File: src/rtl/hash_fill_ctrl.sv
// Producer side of the HASH BRAM ping-pong buffer. Streams generator words into
// two alternating banks, tracks how many banks hold a complete block, and hands
// full banks to the consumer one at a time.
module hash_fill_ctrl #(
    parameter int unsigned WORDS_PER_BLOCK = 1344,
    parameter int unsigned NUM_BLOCKS      = 336,
    parameter logic [31:0] BANK_STRIDE     = 32'd8192
) (
    input  logic        clk,
    input  logic        rst_n,
    input  logic        start,
    input  logic        gen_valid,
    input  logic [63:0] gen_data,
    output logic        gen_ready,
    input  logic        consume_done,
    output logic [31:0] addr_HASH_w,
    output logic [63:0] data_HASH_w,
    output logic        wen_HASH_w,
    output logic        HASH_ready,
    output logic        rd_bank,
    output logic        busy,
    output logic        done,
    output logic        err_underflow,
    output logic [1:0]  current_state
);

    localparam int unsigned WcW = (WORDS_PER_BLOCK > 1) ? $clog2(WORDS_PER_BLOCK) : 1;
    localparam int unsigned BcW = $clog2(NUM_BLOCKS + 1);
    localparam logic [WcW-1:0] LastWord = WcW'(WORDS_PER_BLOCK - 1);
    localparam logic [BcW-1:0] LastBlk  = BcW'(NUM_BLOCKS - 1);

    typedef enum logic [1:0] {
        StIdle  = 2'd0,
        StFill  = 2'd1,
        StDrain = 2'd2,
        StFin   = 2'd3
    } state_e;

    state_e         state_q, state_d;
    logic           wr_bank_q, wr_bank_d;
    logic           rd_bank_q, rd_bank_d;
    logic [WcW-1:0] word_cnt_q, word_cnt_d;
    logic [BcW-1:0] blk_cnt_q, blk_cnt_d;
    logic [1:0]     full_cnt_q, full_cnt_d;
    logic           hash_ready_q, hash_ready_d;
    logic           err_q, err_d;

    logic accept;
    logic block_end;
    logic consume_hit;

    assign accept      = gen_valid && gen_ready;
    assign block_end   = accept && (word_cnt_q == LastWord);
    // A release only counts when a bank is actually full; otherwise it is an underflow.
    assign consume_hit = (state_q != StIdle) && consume_done && (full_cnt_q != 2'd0);

    // State and datapath registers, synchronous active-low reset
    always_ff @(posedge clk) begin
        if (!rst_n) begin
            state_q      <= StIdle;
            wr_bank_q    <= 1'b0;
            rd_bank_q    <= 1'b0;
            word_cnt_q   <= '0;
            blk_cnt_q    <= '0;
            full_cnt_q   <= 2'd0;
            hash_ready_q <= 1'b0;
            err_q        <= 1'b0;
        end else begin
            state_q      <= state_d;
            wr_bank_q    <= wr_bank_d;
            rd_bank_q    <= rd_bank_d;
            word_cnt_q   <= word_cnt_d;
            blk_cnt_q    <= blk_cnt_d;
            full_cnt_q   <= full_cnt_d;
            hash_ready_q <= hash_ready_d;
            err_q        <= err_d;
        end
    end

    // FSM next-state
    always_comb begin
        state_d = state_q;
        unique case (state_q)
            StIdle:  if (start) state_d = StFill;
            StFill:  if (block_end && (blk_cnt_q == LastBlk)) state_d = StDrain;
            StDrain: if (full_cnt_q == 2'd0) state_d = StFin;
            StFin:   state_d = StIdle;
            default: state_d = StIdle;
        endcase
    end

    // Counter, bank pointer and flag next-state
    always_comb begin
        wr_bank_d  = wr_bank_q;
        rd_bank_d  = rd_bank_q;
        word_cnt_d = word_cnt_q;
        blk_cnt_d  = blk_cnt_q;
        full_cnt_d = full_cnt_q;
        err_d      = err_q;
        if (state_q == StIdle) begin
            if (start) begin
                wr_bank_d  = 1'b0;
                rd_bank_d  = 1'b0;
                word_cnt_d = '0;
                blk_cnt_d  = '0;
                full_cnt_d = 2'd0;
                err_d      = 1'b0;
            end
        end else begin
            if (block_end) begin
                word_cnt_d = '0;
                wr_bank_d  = ~wr_bank_q;
                blk_cnt_d  = blk_cnt_q + BcW'(1);
            end else if (accept) begin
                word_cnt_d = word_cnt_q + WcW'(1);
            end
            if (consume_hit) begin
                rd_bank_d = ~rd_bank_q;
            end
            if (consume_done && (full_cnt_q == 2'd0)) begin
                err_d = 1'b1;
            end
            // Simultaneous fill and release cancel out on the count.
            full_cnt_d = full_cnt_q + 2'(block_end) - 2'(consume_hit);
        end
        hash_ready_d = (full_cnt_d != 2'd0);
    end

    // FSM and write-port outputs
    always_comb begin
        gen_ready     = (state_q == StFill) && (full_cnt_q < 2'd2);
        busy          = (state_q != StIdle);
        done          = (state_q == StFin);
        current_state = state_q;
        wen_HASH_w    = gen_valid && gen_ready;
        addr_HASH_w   = (wr_bank_q ? BANK_STRIDE : 32'd0) + 32'(word_cnt_q);
        // Gated so the data bus is never X/garbage when no write is issued.
        data_HASH_w   = wen_HASH_w ? gen_data : 64'd0;
    end

    assign HASH_ready    = hash_ready_q;
    assign rd_bank       = rd_bank_q;
    assign err_underflow = err_q;

endmodule

File: config.mk
export PLATFORM = sky130hd
export DESIGN_NAME = hash_fill_ctrl
export DESIGN_NICKNAME = d
export VERILOG_FILES = /design/src/rtl/hash_fill_ctrl.sv
export SDC_FILE = /design/constraint.sdc
export NUM_CORES = 1
export LEC_CHECK = 0
export ABC_CLOCK_PERIOD_IN_PS = 2800
export CORE_MARGIN = 3
export CORE_UTILIZATION = 33
export DETAILED_ROUTE_END_ITERATION = 16
export GPL_ROUTABILITY_DRIVEN = 1
export PLACE_DENSITY = 0.89
export SLEW_MARGIN = 20
export SYNTH_ARGS = -nofsm -noshare
export SYNTH_HDL_FRONTEND = slang
export SYNTH_SLANG_ARGS = --single-unit
File: constraint.sdc
create_clock -name clk -period 2.8 [get_ports clk]
set_clock_uncertainty 0.15 [all_clocks]
set_input_delay 0.42 -clock clk [delete_from_list [all_inputs] [get_ports clk]]
set_output_delay 0.42 -clock clk [all_outputs]
set_load 0.02 [all_outputs]
* Word-level counts from Yosys, hierarchy flattened
Index checks and enable logic that the tools add are counted.
** Operators by class
- $add $sub $neg :: 5
- Magnitude comparators :: 1
- Eq/ne operators :: 8
- Multiplexer cells :: 22
- Bitwise logic cells :: 2
- Reduce and logical (&&, ||, !) cells :: 21
** Operator list (count)
- $mux W64 :: 1
- $mux W11 :: 4
- $mux W9 :: 3
- $add A14 B11 Y15 :: 1
- $mux W14 :: 1
- $reduce_bool A2 Y1 :: 6
- $add A11 B1 Y11 const B :: 1
- $eq A11 B11 Y1 const B :: 1
- $mux W2 :: 5
- $add A9 B1 Y9 const B :: 1
- $eq A9 B9 Y1 const B :: 1
- $pmux W2 S4 :: 1
- $reduce_and A2 Y1 :: 4
- $logic_and A1 B1 Y1 :: 7
- $mux W1 :: 7
- $ne A2 B2 Y1 const B :: 3
- $eq A2 B2 Y1 const B :: 2
- $logic_not A2 Y1 :: 2
- $reduce_and A3 Y1 :: 1
- $reduce_bool A3 Y1 :: 1
- $add A2 B1 Y2 :: 1
- $eq A2 B1 Y1 const B :: 1
- $lt A2 B2 Y1 const B :: 1
- $not A1 Y1 :: 2
- $sub A2 B1 Y2 :: 1
** Storage, ports and cells
- Register bits :: 28
- Bits of input ports :: 69
- Output and inout port bits :: 105
- Word-level logic and storage cells :: 67

* Longest topological paths before layout
Gate-level depths: netlist of the first run.
- Depth in word-level cells :: 8
- Mapped depth :: 11
- Gate-level depth less buffers :: 11

* Least setup slack after synthesis of the first run
OpenSTA, ideal clock, no wires.
- Path kind :: reg2reg
- From :: register word_cnt_q[0]
- To :: register hash_ready_q, in the netlist HASH_ready
- Library setup time :: 120 ps
- Data arrival time :: 2257 ps
- Data required time :: 2530 ps
- Slack :: 273 ps
- Cell stages (with the launch flop) :: 11
- Buffers on the path :: 0
- Clock period less this slack :: 2527 ps
- Cells stage by stage :: dfxtp_1 -> ha_1 -> and4b_1 -> nand4_1 -> ha_1 -> inv_1 -> ha_1 -> xor2_1 -> xnor2_1 -> nor2_1 -> o31a_1
** Between the ends
- Cells in the longest elaborated chain, start to end :: 6
** RTL lines
- from (decl) :: line 42 : logic [WcW-1:0] word_cnt_q, word_cnt_d;
- from (signal assigned) :: line 72 : word_cnt_q <= word_cnt_d;
- $eq A11 B11 Y1 :: line 53 : assign block_end = accept && (word_cnt_q == LastWord);
- $logic_and A1 B1 Y1 :: line 53
- $add A2 B1 Y2 :: line 124 : full_cnt_d = full_cnt_q + 2'(block_end) - 2'(consume_hit);
- $sub A2 B1 Y2 :: line 124
- $mux W2 :: line 100 : if (state_q == StIdle) begin
- $reduce_bool A2 Y1 :: line 126 : hash_ready_d = (full_cnt_d != 2'd0);
- to (signal assigned) :: line 75 : hash_ready_q <= hash_ready_d;
- to (decl) :: line 45 : logic hash_ready_q, hash_ready_d;
Every way passes these cells.
A chain may end at the register's enable or synchronous reset.

* Worst setup path in the final report of the first run
- From :: register state_q[1], in the netlist current_state[1]
- To :: output data_HASH_w[35]
** Between the ends
- Cells in the longest elaborated chain, start to end :: 4
** RTL lines
- from (decl) :: line 39 : state_e state_q, state_d;
- from (signal assigned) :: line 60 : state_q <= StIdle;
- from (signal assigned) :: line 69 : state_q <= state_d;
- $eq A2 B1 Y1 :: line 131 : gen_ready = (state_q == StFill) && (full_cnt_q < 2'd2);
- $logic_and A1 B1 Y1 :: line 131
- $logic_and A1 B1 Y1 :: line 135 : wen_HASH_w = gen_valid && gen_ready;
- $mux W64 :: line 138 : data_HASH_w = wen_HASH_w ? gen_data : 64'd0;
- to (decl) :: line 17 : output logic [63:0] data_HASH_w,
Every way passes these cells.

==> results of run 1 <==
metrics by stage:
stage / util (%) / TNS [ns]
floorplan: - / 0
global placement: 60.7 / 0
detailed placement: 60.7 / 0
CTS: 61.4 / -1.32
global route: 63.6 / -1.20
finish: 63.6 / 0
where the power goes:
part,internal (mW),switching (mW),leakage [nW]
sequential,0.414,0.0178,0.226
clock,0.126,0.131,0.0288
combinational,0.450,0.551,2.29
total,0.990,0.700,2.54
routing by layer:
layer	track usage [%]	routed length, um
met1	25.8	3330
met2	34.0	4260
met3	5.30	658
met4	1.27	51
met5	0	0
placed cells by master (no fill, tap or decap), drive strengths merged, types with 8 or more instances in the layout:
cell            n
a21oi           9
clkdlybuf4s50  99
dlymetal6s2s   49
buf            11
ha              8
conb           20
nand2          24
inv             8
nor2            9
nand3           9
and3           67
dfxtp          28
final cells by class:
| cell class | instances | area [um2] | share of cell area [%] |
|---|---|---|---|
| inverters | 8 | 30.0 | 0.770 |
| flip-flops and latches | 28 | 561 | 14.4 |
| clock buffers | 4 | 55.1 | 1.41 |
| well taps | 75 | 93.8 | 2.41 |
| multi-input cells | 221 | 1410 | 36.1 |
| repair buffers | 164 | 1750 | 44.9 |
kinds of logic after synthesis:
kind of cell	Yosys count	share of synthesized area [%]
AOI/OAI and AO/OA	43	14.3
muxes	5	2.49
and+or+nand+nor	141	38.5
adders and majority gates	8	4.63
other	1	0.173
DFF	28	25.9
buffers and inverters	50	12.4
xor gates and xnor gates	4	1.62
sequential cells by signal, indices dropped and copies added, names as in the netlist:
name / cells
err_underflow: 1
wr_bank_q: 1
HASH_ready: 1
current_state: 2
blk_cnt_q: 9
full_cnt_q: 2
word_cnt_q: 11
rd_bank: 1
how the worst max path moves through the flow:
stage,startpoint,to,cells after the start
after floorplan,word_cnt_q[0]$_SDFFE_PN0P_,HASH_ready$_SDFF_PN0_,10
after global placement,gen_valid,blk_cnt_q[7]$_SDFFE_PN0P_,6
after detailed placement,gen_valid,HASH_ready$_SDFF_PN0_,10
after CTS,current_state[1]$_SDFFE_PN0P_,data_HASH_w[23],6
after global routing,current_state[1]$_SDFFE_PN0P_,data_HASH_w[62],6
final,current_state[1]$_SDFFE_PN0P_,data_HASH_w[35],6
what timing repair did:
item / CTS / global route
resized for setup: 5 / 51
setup endpoints to repair: 64 / 61
buffers inserted: 0 / 0
pin swaps: 0 / 0
worst min-delay path, delay by kind of cell (launching register included):
kind          cells  cell delay [ns]
simple gates      2             0.11
flops             1             0.36
==> results_dict.tcl, run 1 <==
set metrics [dict create \
    whs_endpoint "word_cnt_q[10]$_SDFFE_PN0P_" \
    cp_cell_sequence "inv_1 -> ha_1 -> nor2b_2 -> buf_6 -> and3_1 -> clkdlybuf4s50_1" \
    hpwl_um 6560 \
    track_usage_pct 19.8 \
    fill_cells 499 \
    cts-root-buf "clkbuf_8" \
    ys_seq_area_share_pct 25.9 \
    synth_cells 280 \
    critPathTopFamily "buffers and inverters" \
    yosysWarnings 0 \
    synth_area_um2 2160 \
    cts_hold_buffers 0 \
    start_util_pct 35.3 \
    rows 28 \
    fin_nets 503 \
    synth_seq_cells 28 \
    finalCritPeriodShare_pct 99.3 \
    design.core.area_um2 6130 \
    final_layout_size_suffix_gt1_share_pct 4.71 \
    r2r-start "current_state[1]$_SDFFE_PN0P_" \
    io_pins 174 \
    drc 0 \
    required_ns 2.23 \
    power.density_nw_per_um2 434 \
    antenna_found_initial 0 \
    slew_violations 0 \
    die_area_um2 7560 \
    hold_depth 2 \
    firstDrtPassIters 4 \
    grt_pass1_vias 2458 \
    yosysUniqueCellTypes 44 \
    cp_max_fo 32 \
    grt_pass1_wl_um 12200 \
    fin_crit_ns 2.78 \
    viasPerCell 5.22 \
    overflow 0 \
    reg2reg_slack_ns 0.26 \
    r2r-end "HASH_ready$_SDFF_PN0_" \
    synth_top_area_cell "dfxtp_1" \
    die_h_um 87.0 \
    slew_headroom_pct 62.6 \
    cts_made_buffers 3 \
    critPathArrivalTime_ns 2.21 \
    async_flop_share_pct 0 \
    final_cell_count_no_fill 500 \
    portBuffers 153 \
    critPathBufInv 3 \
    leakage_nw 2.54 \
    start_kind "flip-flop" \
    synth_edf_count 0 \
    clock_latency_ns 0.28 \
    cts_sinks 28 \
    rsz0062_at_grt "yes" \
    area_delta_synth_final_pct 80.2 \
    status "complete, no violations" \
    antenna_left 0 \
    synth-main-ff-cell "dfxtp_1" \
    r2r_cells 10 \
    path_class "flip-flop to primary output" \
    htreeDepth 1 \
    clockBufferDepth 2 \
    grt_max_degree 67 \
    fin_area_um2 3900 \
    vias 2611 \
    place.gp.congestion 0.830 \
    avgRoutedWirePerCell_um 16.6 \
    die_x_um 87.0 \
    clock.fmax_ghz 0.360 \
    vdd_drop_max_mv 0.342 \
    setup_slack_ns 0.0187 \
    fin_total_pwr_mw 1.69 \
    synth.area.top_cells "dfxtp_1 26%, and3_1 19%, buf_4 7.3%" \
    drv_cap 0 \
    place_area_um2 3720 \
    drt_iter0_markers 182 \
    synth_common_cells "67 x and3_1, 28 x dfxtp_1, 24 x nand2_1, 21 x buf_4, 19 x clkbuf_1" \
    hold_start "word_cnt_q[10]$_SDFFE_PN0P_" \
    yosysMostFrequentCell "and3_1" \
    holdWs_ns 0.363 \
    syn_avg_cell_area_um2 7.73 \
    tightest_slew_ns 0.560 \
    placed_cells_incl_taps 496 \
    place_ws_ns 0.00581 \
    hp-class "flip-flop to flip-flop" \
    clk_pin_slew_ns 0.10 \
    yosysTopAreaCellShare_pct 25.9 \
    max_stage_delay_ns 0.60 \
    slowest_stage "clkdlybuf4s50_1" \
    n_antenna_cell 0 \
    hold_violations 0 \
    setup_viol 0 \
    wl_um 8300 \
    cts_tree "built" \
    worst_setup_path_end_kind "primary output" \
]
Power figures use the tool's default switching activity.
==> run 2: changes to the inputs <==
- CORE_UTILIZATION: 33 -> 27
- PLACE_DENSITY: 0.89 -> 0.76
==> run 2 against run 1 <==
Against the previous run:
- via count shrank 0.69%
- setup slack gained 0.12 ns
- clock-buffer cell count shrank 1
- routed wire length shrank 4.9%
- first-iteration DRC count shrank 35%
- design area grew 1.3%
- worst hold slack lost 0.0099 ns
==> results_dict.tcl, run 2 (same netlist as run 1, synthesis figures left out) <==
set metrics [dict create \
    worst_setup_path_end_kind "primary output" \
    final_util_pct 50.8 \
    leakage_nw 2.38 \
    rows 32 \
    largest_reg_flops 11 \
    vdd_drop_max_mv 0.252 \
    cp_cell_sequence "ha_2 -> nor2b_4 -> buf_8 -> and3_1 -> clkdlybuf4s50_1" \
    overflow 0 \
    drt_iter0_markers 118 \
    cts_hold_buffers 0 \
    die_area_um2 9120 \
    multi_input_area_um2 1420 \
    fin_area_um2 3950 \
    status "complete, no violations" \
    top_register "word_cnt_q" \
    combinationalPowerShare_pct 57.7 \
    fin_nets 506 \
    hp-class "flip-flop to flip-flop" \
    htreeDepth 1 \
    critPathArrivalTime_ns 2.09 \
    p_switching_uw 706 \
    final-seq-area_um2 562 \
    rsz0062_at_grt "no" \
    seqPwrFrac_pct 24.3 \
    grt_pass1_vias 2355 \
    fin_tns_setup_ns 0 \
    n_antenna_cell 0 \
    clock.fmax_ghz 0.375 \
    die_x_um 95.5 \
    cts_sinks 28 \
    cts-root-buf "clkbuf_8" \
    final_common_cell "clkdlybuf4s50_1" \
    grt_max_degree 60 \
    die_h_um 95.5 \
    final_layout_size_suffix_gt1_share_pct 5.84 \
    fin_crit_ns 2.66 \
    setup_viol 0 \
    vias 2593 \
    cts_tree "built" \
    drc 0 \
    path_class "flip-flop to primary output" \
    finalCritPeriodShare_pct 95.1 \
    firstDrtPassIters 4 \
    slowest_stage "clkdlybuf4s50_1" \
    clkPwrFrac_pct 18.1 \
    area_delta_synth_final_pct 82.5 \
    grt_pass1_wl_um 11600 \
    clockBufferDepth 2 \
    hold_violations 0 \
    power.density_nw_per_um2 451 \
    cp_max_fo 39 \
    required_ns 2.23 \
    track_usage_pct 15.8 \
    final_cell_mix "109 x clkdlybuf4s50_1, 67 x and3_1, 39 x dlymetal6s2s_1, 27 x dfxtp_1, 24 x nand2_1" \
    max_stage_delay_ns 0.62 \
    portBuffers 153 \
    antenna_found_initial 0 \
    start_util_pct 27.9 \
    antenna_left 0 \
    slew_violations 0 \
    postCtsSetupBuffers 0 \
    avgRoutedWirePerCell_um 14.9 \
    hpwl_um 6120 \
    start_kind "flip-flop" \
    fill_cells 729 \
    place_area_um2 3760 \
    viasPerCell 4.89 \
    internal_power_mw 1.07 \
    clk_pin_slew_ns 0.10 \
    switching_share_pct 39.6 \
    clock_latency_ns 0.28 \
    place.gp.congestion 0.810 \
    cts_made_buffers 3 \
    largestRegisters "word_cnt_q x11, blk_cnt_q x9" \
    design.core.area_um2 7770 \
    drv_cap 0 \
    wl_um 7890 \
    io_pins 174 \
]
[run 2: repair_timing]
action / 4_1_cts / 5_1_grt
endpoints found under the setup margin: 65 / 60
cloned: 0 / 0
gates resized for setup: 8 / 43
endpoints found under the hold margin: 0 / 0
[run 2: path summary, 6_finish.rpt]
| check | slack (ns) | from | cells past startpoint | to |
|---|---|---|---|---|
| worst max-delay path | 0.14 | current_state[0]$_SDFFE_PN0P_ | 5 | data_HASH_w[31] |
| worst min-delay path | 0.35 | word_cnt_q[10]$_SDFFE_PN0P_ | 2 | word_cnt_q[10]$_SDFFE_PN0P_ |
| worst max register to register | 0.35 | word_cnt_q[0]$_SDFFE_PN0P_ | 10 | HASH_ready$_SDFF_PN0_ |
| worst min register to register | 0.35 | word_cnt_q[10]$_SDFFE_PN0P_ | 2 | word_cnt_q[10]$_SDFFE_PN0P_ |
[run 2: layout make-up]
class | count | share of cell area [%]
sequential | 28 | 14.2
clock buffer | 3 | 1.05
tap | 102 | 3.23
multi-input combinational | 221 | 35.8
inverter | 8 | 0.760
timing repair buffer | 167 | 44.1
clock inverter | 1 | 0.760
[run 2: power groups by stage]
stage	Clock [mW]	Sequential, mW	Combinational (mW)
after floorplan	0	0.458	0.540
after global placement	0	0.438	1.02
after detailed placement	0	0.440	1.02
after CTS	0.330	0.432	1.03
after global routing	0.347	0.435	1.10
final	0.322	0.432	1.03
[run 2: per-stage QoR]
step           cells  setup slack [ns]  hold WS, ns  total power [mW]
2_1_floorplan    299             0.273        0.320             0.997
3_5_place_dp     526            0.0111        0.337              1.46
5_1_grt          530            0.0160        0.381              1.88
6_report         530             0.136        0.353              1.78
3_3_place_gp     526            0.0201        0.334              1.45
4_1_cts          530            0.0146        0.352              1.79
[run 2: worst max-delay path, delay by kind of cell (launching register included)]
family	cells	cell delay, ns
flip-flops	1	0.39
adder cells (fa/ha/maj)	1	0.24
buffers and inverters	2	0.82
AND/OR/NAND/NOR	2	0.36
[run 2: per-layer routing]
layer  vias to the layer above  global-route usage, %  wire (um)
met5                         -                      0          0
met4                         0                   2.25         29
met3                         2                   4.42        586
met1                      1196                   20.2       3120
met2                       112                   27.0       4160
li1                       1283                      -          -
==> RTL edit, RTL diff (settings of run 2) <==
Change the parameter `WORDS_PER_BLOCK` from 1344 to 5376.
--- a/src/rtl/hash_fill_ctrl.sv
+++ b/src/rtl/hash_fill_ctrl.sv
@@ -4,3 +4,3 @@
 module hash_fill_ctrl #(
-    parameter int unsigned WORDS_PER_BLOCK = 1344,
+    parameter int unsigned WORDS_PER_BLOCK = 5376,
     parameter int unsigned NUM_BLOCKS      = 336,
Function: same outputs for any inputs over 10 cycles, from zero or initial values and one cycle with rst_n low; that may be too few to reach the edited logic, so the function may still have changed.
==> RTL edit against run 2 <==
  * Setup slack improved by 0.022 ns
  * Area after synthesis grew 8.7%
  * Count of clock-buffer cells in the layout grew 4
  * Sequential cell count increased by 2
  * Worst hold slack worse by 0.011 ns
  * Routed wire length rose by 25%
  * Total power is 3.9% lower
  * Sequential share of layout area up 0.87 points
  * Die area is 8.2% higher
  * Synthesized cell count is 6.4% higher
  * Fmax grew 0.82%
  * Via count grew 3.5%
  * First-iteration DRC count is 64% higher
  * Design area is 0.98% higher
==> RTL edit: results (changes against run 2) <==
status = complete, no violations (unchanged)
met1 Use GR = 22.7% (was 20.2%)
unique cell type count in the Yosys netlist = 59 (was 44)
syn avg cell area = 7.89 um2 (was 7.73 um2)
post-synthesis sequential area ratio = 25.5% (was 25.9%)
Psw = 0.699 mW (was 0.706 mW)
WL per Instance = 17.7 um (was 14.9 um)
met2 usage = 32.9% (was 27.0%)
Detail Placement HPWL = 7.82 mm (was 6.12 mm)
R2R Path End = HASH_ready$_SDFF_PN0_ (unchanged)
Final Net Count = 528 (was 506)
dominant cells by area after synthesis = dfxtp_1 (26%), and2_1 (18%), buf_4 (6.1%) (was dfxtp_1 (26%), and3_1 (19%), buf_4 (7.3%))
CTS Buf Count = 5 (was 3)
global-route wire length before repair = 14.6 mm (was 11.6 mm)
Clk pin slew, worst setup/hold paths = 0.06 ns (was 0.10 ns)
Top Registers = word_cnt_q (13), blk_cnt_q (9) (was word_cnt_q (11), blk_cnt_q (9))
met3 usage in global routing = 7.29% (was 4.42%)
fill count = 851 (was 729)
worst path arrival time = 2.07 ns (was 2.09 ns)
min-delay src = wr_bank_q$_SDFFE_PN0P_ (was word_cnt_q[10]$_SDFFE_PN0P_)
WL met1 = 3.95 mm (was 3.12 mm)
Hold Path Sink = wr_bank_q$_SDFFE_PN0P_ (was word_cnt_q[10]$_SDFFE_PN0P_)
Slowest Stage Delay on Critical Path = 0.35 ns (was 0.62 ns)
Hold Path Class = reg2reg (unchanged)
Crit-path slowest cell = dlygate4sd2_1 (was clkdlybuf4s50_1)
Fin Hold WS = 0.342 ns (was 0.353 ns)
Placed Cells = 549 (was 526)
Place WS = -0.0407 ns (was 0.0111 ns)
CP Max Fanout = 65 (was 39)
worst r2r path cells = 11 (was 10)
met3 routed wirelength = 916 um (was 586 um)
peak supply drop = 0.212 mV (was 0.252 mV)
Final Non-Filler Cells = 556 (was 530)
Leakage = 1.82 nW (was 2.38 nW)
top cells by count, synth = and2_1 (67), dfxtp_1 (30), nand2_1 (24), buf_4 (19), clkbuf_1 (13) (was and3_1 (67), dfxtp_1 (28), nand2_1 (24), buf_4 (21), clkbuf_1 (19))
largest net degree at the start of global routing = 66 (was 60)
DR iter-0 viols = 193 (was 118)
GRT Overall Usage = 18.9% (was 15.8%)
R2R Path Start = current_state[0]$_SDFFE_PN0P_ (was word_cnt_q[0]$_SDFFE_PN0P_)
layout cell share with drive strength beyond 1 = 6.87% (was 5.84%)
port bufs = 155 (was 153)
dpl cell area = 3980 um2 (was 3760 um2)
H-tree depth = 2 (was 1)
RTL edit: power by group through the flow:
| stage | sequential [mW] | clock [mW] | combinational (mW) |
|---|---|---|---|
| floorplan | 0.487 | 0 | 0.491 |
| global placement | 0.462 | 0 | 0.991 |
| detailed placement | 0.462 | 0 | 0.996 |
| CTS | 0.453 | 0.333 | 0.928 |
| global route | 0.455 | 0.350 | 0.993 |
| finish | 0.454 | 0.327 | 0.929 |
RTL edit: cell families after synthesis:
kind of cell	synth area share, %
AO/OA/AOI/OAI	14.9
adder cells (fa/ha/maj)	4.26
other	0.159
flip-flops	25.5
AND/OR/NAND/NOR	41.4
XOR/XNOR	1.12
multiplexers	1.70
buffers and inverters	10.9
RTL edit: final cells by class:
| cell class | count | area (um2) | share of cell area [%] |
|---|---|---|---|
| tap | 105 | 131 | 3.29 |
| timing repair buffer | 166 | 1590 | 39.8 |
| multi-input combinational | 241 | 1570 | 39.3 |
| clock buffer | 7 | 76.3 | 1.91 |
| inverter | 7 | 26.3 | 0.659 |
| sequential | 30 | 602 | 15.1 |
RTL edit: timing repair:
action                                  in CTS  in global routing
endpoints found under the setup margin      64                  9
gates resized for setup                     64                  6
hold buffers                                 0                  0
RTL edit: how the worst max path moves through the flow:
stage                                  startpoint                     to  slack [ns]  cells past startpoint
global placement                        gen_valid        data_HASH_w[21]      -0.002                      5
CTS                 current_state[1]$_SDFFE_PN0P_             wen_HASH_w        0.05                      6
finish              current_state[1]$_SDFFE_PN0P_         data_HASH_w[1]        0.16                      7
global route        current_state[1]$_SDFFE_PN0P_        data_HASH_w[25]      -0.007                      7
floorplan           current_state[0]$_SDFFE_PN0P_  HASH_ready$_SDFF_PN0_        0.16                     11
detailed placement                      gen_valid        data_HASH_w[21]       -0.04                      5
